--- config.mk ---
export PLATFORM = sky130hd
export DESIGN_NAME = lsu
export DESIGN_NICKNAME = d
export VERILOG_FILES = /design/src/rtl/lsu.sv
export SDC_FILE = /design/constraint.sdc
export NUM_CORES = 1
export LEC_CHECK = 0
export ABC_AREA = 1
export ABC_CLOCK_PERIOD_IN_PS = 1900
export CORE_MARGIN = 8
export CORE_UTILIZATION = 43
export CTS_CLUSTER_DIAMETER = 50
export DETAILED_ROUTE_END_ITERATION = 8
export GPL_TIMING_DRIVEN = 0
export PLACE_DENSITY = 0.73
export SYNTH_ARGS = -nofsm -noshare
export SYNTH_HDL_FRONTEND = slang
export SYNTH_SLANG_ARGS = --single-unit
--- constraint.sdc ---
create_clock -name clk -period 1.9 [get_ports clk]
set_input_delay 0.38 -clock clk [delete_from_list [all_inputs] [get_ports clk]]
set_output_delay 0.38 -clock clk [all_outputs]
set_load 0.005 [all_outputs]
--- src/rtl/lsu.sv ---
`default_nettype none
// ============================================================================
//  Module   : lsu
//  Purpose  : Load/store unit between EX and MEM. Issues data-bus commands,
//             flags misaligned accesses, builds byte lanes, tracks the
//             command/response handshake and formats load results.
//  Revision : 1.0 - initial release
// ============================================================================
module lsu #(
  parameter int ADDR_WIDTH = 32
) (
  input  logic                  clk,
  input  logic                  rst,
  input  logic                  ex_valid,
  input  logic                  ex_stage_run,
  input  logic                  ex_mem_read,
  input  logic                  ex_mem_write,
  input  logic [2:0]            ex_mem_opcode,
  input  logic [31:0]           ex_address,
  input  logic [31:0]           ex_writedata,
  output logic                  exc_load_addr_misaligned,
  output logic                  exc_store_addr_misaligned,
  output logic                  dbus_read,
  output logic                  dbus_write,
  output logic [ADDR_WIDTH-1:0] dbus_address,
  output logic [3:0]            dbus_byteenable,
  output logic [31:0]           dbus_writedata,
  input  logic                  dbus_waitrequest,
  input  logic [31:0]           dbus_readdata,
  input  logic                  dbus_readdatavalid,
  output logic [31:0]           lsu_readdata,
  output logic                  lsu_stall
);

  typedef enum logic [1:0] {
    S_IDLE = 2'd0,
    S_CMD  = 2'd1,
    S_RESP = 2'd2
  } state_t;

  // funct3 encodings
  localparam logic [2:0] OP_B  = 3'b000;
  localparam logic [2:0] OP_H  = 3'b001;
  localparam logic [2:0] OP_BU = 3'b100;
  localparam logic [2:0] OP_HU = 3'b101;

  state_t                  state_q, state_d;
  logic                    cmd_read_q, cmd_read_d;
  logic                    cmd_write_q, cmd_write_d;
  logic [ADDR_WIDTH-1:0]   cmd_addr_q, cmd_addr_d;
  logic [3:0]              cmd_be_q, cmd_be_d;
  logic [31:0]             cmd_wd_q, cmd_wd_d;
  logic [1:0]              off_q, off_d;
  logic [2:0]              op_q, op_d;
  logic [31:0]             rdata_q, rdata_d;

  logic                    misaligned;
  logic                    issue_ok;
  logic                    issue;
  logic                    resp_done;
  logic [ADDR_WIDTH-1:0]   ex_addr_w;
  logic [3:0]              ex_be;
  logic [31:0]             ex_wd;
  logic [31:0]             rd_shift;
  logic [31:0]             rd_fmt;

  // Upper address bits beyond the bus width are simply dropped.
  generate
    if (ADDR_WIDTH < 32) begin : g_addr_trunc
      logic unused_hi;
      assign unused_hi = ^ex_address[31:ADDR_WIDTH];
    end
  endgenerate

  // Decode alignment, lane enables and replicated store data from EX operands.
  always_comb begin
    misaligned = 1'b0;
    ex_be      = 4'b1111;
    ex_wd      = ex_writedata;
    case (ex_mem_opcode[1:0])
      2'b00: begin
        ex_be = 4'b0001 << ex_address[1:0];
        ex_wd = {4{ex_writedata[7:0]}};
      end
      2'b01: begin
        misaligned = ex_address[0];
        ex_be      = 4'b0011 << ex_address[1:0];
        ex_wd      = {2{ex_writedata[15:0]}};
      end
      2'b10: begin
        misaligned = (ex_address[1:0] != 2'b00);
      end
      default: ;
    endcase
    ex_addr_w = {ex_address[ADDR_WIDTH-1:2], 2'b00};

    exc_load_addr_misaligned  = ex_valid & ex_mem_read  & misaligned;
    exc_store_addr_misaligned = ex_valid & ex_mem_write & misaligned;

    resp_done = (state_q == S_RESP) & dbus_readdatavalid;
    issue_ok  = (state_q == S_IDLE) | resp_done;
    issue     = ~rst & ex_valid & ex_stage_run & (ex_mem_read | ex_mem_write)
                & ~misaligned & issue_ok;
  end

  // Drive the bus: latched command while waiting, fresh EX command on issue.
  always_comb begin
    dbus_read       = 1'b0;
    dbus_write      = 1'b0;
    dbus_address    = '0;
    dbus_byteenable = 4'b0000;
    dbus_writedata  = 32'h0;
    if (!rst) begin
      if (state_q == S_CMD) begin
        dbus_read       = cmd_read_q;
        dbus_write      = cmd_write_q;
        dbus_address    = cmd_addr_q;
        dbus_byteenable = cmd_be_q;
        dbus_writedata  = cmd_wd_q;
      end else if (issue) begin
        dbus_read       = ex_mem_read;
        dbus_write      = ~ex_mem_read & ex_mem_write;
        dbus_address    = ex_addr_w;
        dbus_byteenable = ex_be;
        dbus_writedata  = ex_wd;
      end
    end
  end

  // Stall depends only on state and bus handshake, never on EX inputs.
  always_comb begin
    lsu_stall = ~rst & (((state_q == S_CMD) & dbus_waitrequest) |
                        ((state_q == S_RESP) & ~dbus_readdatavalid));
  end

  // Extract and extend the addressed lane of the response using the latched offset/opcode.
  always_comb begin
    rd_shift = dbus_readdata >> {off_q, 3'b000};
    case (op_q)
      OP_B:    rd_fmt = {{24{rd_shift[7]}}, rd_shift[7:0]};
      OP_H:    rd_fmt = {{16{rd_shift[15]}}, rd_shift[15:0]};
      OP_BU:   rd_fmt = {24'h0, rd_shift[7:0]};
      OP_HU:   rd_fmt = {16'h0, rd_shift[15:0]};
      default: rd_fmt = dbus_readdata;
    endcase
    lsu_readdata = resp_done ? rd_fmt : rdata_q;
  end

  // Next-state, command latch and held-data computation.
  always_comb begin
    state_d     = state_q;
    cmd_read_d  = cmd_read_q;
    cmd_write_d = cmd_write_q;
    cmd_addr_d  = cmd_addr_q;
    cmd_be_d    = cmd_be_q;
    cmd_wd_d    = cmd_wd_q;
    off_d       = off_q;
    op_d        = op_q;
    rdata_d     = resp_done ? rd_fmt : rdata_q;

    if (issue) begin
      off_d = ex_address[1:0];
      op_d  = ex_mem_opcode;
      if (dbus_waitrequest) begin
        state_d     = S_CMD;
        cmd_read_d  = ex_mem_read;
        cmd_write_d = ~ex_mem_read & ex_mem_write;
        cmd_addr_d  = ex_addr_w;
        cmd_be_d    = ex_be;
        cmd_wd_d    = ex_wd;
      end else begin
        state_d = ex_mem_read ? S_RESP : S_IDLE;
      end
    end else begin
      case (state_q)
        S_CMD:   if (!dbus_waitrequest) state_d = cmd_read_q ? S_RESP : S_IDLE;
        S_RESP:  if (dbus_readdatavalid) state_d = S_IDLE;
        default: state_d = S_IDLE;
      endcase
    end
  end

  // State and datapath registers with synchronous reset.
  always_ff @(posedge clk) begin
    if (rst) begin
      state_q     <= S_IDLE;
      cmd_read_q  <= 1'b0;
      cmd_write_q <= 1'b0;
      cmd_addr_q  <= '0;
      cmd_be_q    <= 4'b0000;
      cmd_wd_q    <= 32'h0;
      off_q       <= 2'b00;
      op_q        <= 3'b000;
      rdata_q     <= 32'h0;
    end else begin
      state_q     <= state_d;
      cmd_read_q  <= cmd_read_d;
      cmd_write_q <= cmd_write_d;
      cmd_addr_q  <= cmd_addr_d;
      cmd_be_q    <= cmd_be_d;
      cmd_wd_q    <= cmd_wd_d;
      off_q       <= off_d;
      op_q        <= op_d;
      rdata_q     <= rdata_d;
    end
  end

endmodule
`default_nettype wire

==> flow_metrics.env <==
export IMPL_clkTransAtPathRegs_ns=0.08
export IMPL_layout_commonest_cell="nand2_1"
export IMPL_setup_tns_ns=-28.84
export IMPL_viasPerCell=5.42
export IMPL_h_tree_depth=3
export IMPL_grt_pass1_vias=8628
export IMPL_ys_seq_area_frac=0.309
export IMPL_drt_iter0_drc=766
export IMPL_grt_max_degree=19
export IMPL_holdWs_ns=0.334
export IMPL_cap_viol_max_count=0
export IMPL_num_vias=8797
export IMPL_hold_depth=3
export IMPL_core_area_mm2=0.0158
export IMPL_antenna_found_initial=1
export IMPL_violations="negative setup slack"
export IMPL_timing_rr_start="state_q[0]$_SDFFE_PP0P_"
export IMPL_worst_pin_slew_ns=0.861
export IMPL_crit_arrival_ns=1.92
export IMPL_cp_slowest_cell="dfxtp_4"
export IMPL_setup_viol=101
export IMPL_worst_r2r_path_depth=14
export IMPL_start_util=0.438
export IMPL_r2r_setup_slack_ns=-0.17
export IMPL_routedWlPerCell_um=19.2
export IMPL_drc=0
export IMPL_p_total_mw=5.85
export IMPL_p_per_area_mw_per_mm2=496
export IMPL_rows=46
export IMPL_critPathKind="reg2out"
export IMPL_setup_worst_path_start_class="flip-flop"
export IMPL_critical_path_max_fanout=7
export IMPL_min_delay_start="ex_mem_opcode[0]"
export IMPL_fillers=1199
export IMPL_synth_yosys_warnings=0
export IMPL_clockRootBuffer="clkbuf_16"
export IMPL_synth_top_cell_area_share=0.309
export IMPL_yosysUniqueCellTypes=34
export IMPL_clkSinkCount=107
export IMPL_dpl_instance_area_mm2=0.00928
export IMPL_worstReg2RegEnd="rdata_q[6]$_SDFF_PP0_"
export IMPL_final_cells=1624
export IMPL_mostFrequentLayoutCells="nand2_1, a21oi_2, dfxtp_1, buf_2"
export IMPL_grt_usage=0.274
export IMPL_synth_avg_cell_area_um2=6.52
export IMPL_place_inst=1487
export IMPL_drtPass1Iterations=6
export IMPL_crit_chain="nand2_2 > o21ai_2 > nor2_4 > nand2_4 > inv_4 > buf_12 > buf_12 > buf_8 > nand2_2 > a21oi_2 > buf_2"
export IMPL_crit_path_max_incr_delay_ns=0.37
export IMPL_finClkSkew_ns=0.00483
export IMPL_fmaxAchievable_mhz=434
export IMPL_holdPathEnd="op_q[0]$_SDFFE_PP0P_"
export IMPL_hpwl_mm=18.9
export IMPL_drive_above_1_share=0.489
export IMPL_required_ns=1.52
export IMPL_multi_input_area_mm2=0.00521
export IMPL_run_status="finished with violations"
export IMPL_yosys_register_bits=107
export IMPL_netlist_instances=1063
export IMPL_pre_cts_ws_ns=-1.39
export IMPL_yosysTopAreaCell="dfxtp_1"
export IMPL_die_w_um=143
export IMPL_finalCriticalPeriod_ns=2.30
export IMPL_grt_pass1_wl_mm=44.6
export IMPL_gp_congestion=0.935
export IMPL_final_area_mm2=0.0118
export IMPL_wirelength_mm=31.1
export IMPL_slew_violations=0
export IMPL_synth_area_leaders="dfxtp_1, nand2_1, a21oi_1"
export IMPL_relSlewSlack=0.426
export IMPL_die_h_um=143
export IMPL_final_util=0.745
export IMPL_cts_tree="done"
export IMPL_cts_max_path_buffers=2
export IMPL_io_pins=212
export IMPL_synth_area_mm2=0.00693
export IMPL_regArea_mm2=0.00215
export IMPL_ir_drop_uv=428
export IMPL_leakage_nw=5.09
export IMPL_insertion_delay_ns=0.36
export IMPL_min_path_type="in2reg"
export IMPL_port_buffers=207
export IMPL_period_share=1.21
export IMPL_rsz0062_at_grt="true"
export IMPL_ant_nets=0
export IMPL_numCtsBuffers=9
export IMPL_final_hold_viol_count=0
export IMPL_critPathCaptureType="output pin"
export IMPL_nets=1512
export IMPL_syn_to_final_growth_pct=70.1
export IMPL_design_die_area_mm2=0.0204
export IMPL_globalRouteOverflowTotal=0
export IMPL_setup_ws_ns=-0.402
==> worst max path at each step <==
stage	startpoint	endpoint	cells after the start
2_1_floorplan	ex_mem_opcode[1]	dbus_writedata[11]	11
3_3_place_gp	ex_mem_opcode[0]	dbus_writedata[12]	11
3_5_place_dp	ex_mem_opcode[0]	dbus_writedata[12]	11
4_1_cts	state_q[0]$_SDFFE_PP0P_	dbus_writedata[16]	11
5_1_grt	state_q[1]$_SDFFE_PP0P_	dbus_byteenable[3]	11
6_report	state_q[1]$_SDFFE_PP0P_	dbus_read	11
==> flip-flops by register name, summed over array words and instances (netlist names) <==
| signal | flops |
|---|---|
| off_q | 2 |
| cmd_wd_q | 32 |
| cmd_read_q | 1 |
| rdata_q | 32 |
| cmd_write_q | 1 |
| op_q | 3 |
| cmd_be_q | 4 |
| state_q | 2 |
| cmd_addr_q | 30 |
==> routing by layer <==
metal | GRT usage | routed length, µm
met3 | 0.0621 | 2800
met4 | 0.107 | 1430
met2 | 0.470 | 14900
met5 | 0 | 8
met1 | 0.325 | 12000
==> cells in the mapped netlist, drive strengths merged <==
library cell	number
a21oi	190
buf	48
clkbuf	32
clkinv	2
conb	1
dfxtp	107
ha	3
inv	65
nand2	401
nand3	84
nand4	1
nor2	84
nor3	2
o21ai	24
o21bai	1
or2	18
==> critical path: cells and delay by family (launching register included) <==
kind	cells	cell delay (ns)
AND/OR/NAND/NOR	4	0.33
buffers and inverters	5	0.62
AO/OA/AOI/OAI	2	0.24
flip-flops	1	0.37
==> final cells by class <==
type | instances | share of cell area
Multi-Input combinational cell | 810 | 0.442
Timing Repair Buffer | 330 | 0.246
Sequential cell | 107 | 0.183
Buffer | 76 | 0.0559
Inverter | 67 | 0.0254
Tap cell | 216 | 0.0229
Clock buffer | 10 | 0.0203
Clock inverter | 6 | 0.00403
Timing Repair inverter | 1 | 0.000637
Antenna cell | 1 | 0.000212
==> what timing repair did <==
| item | CTS | global route |
|---|---|---|
| setup buffers | 136 | 26 |
| endpoints found under the hold margin | 0 | 0 |
| cloned | 7 | 4 |
| pin swaps | 67 | 95 |
| gates resized for setup | 631 | 306 |
| hold buffers | 0 | 0 |
| endpoints found under the setup margin | 157 | 114 |
==> cell families (layout without fill, tap and decap cells) <==
group | Yosys count | count (layout) | synth area share
adder cells (fa/ha/maj) | 3 | 3 | 0.00542
AND/OR/NAND/NOR | 590 | 590 | 0.388
buffers and inverters | 147 | 490 | 0.114
other | 1 | 3 | 0.000541
flip-flops | 107 | 107 | 0.309
AO/OA/AOI/OAI | 215 | 215 | 0.183
==> where the power goes <==
part	switching [mW]	internal [mW]
registers	0.0225	2.28
clock network	0.933	0.942
logic	0.918	0.755
(Power assumes the default switching activity.)
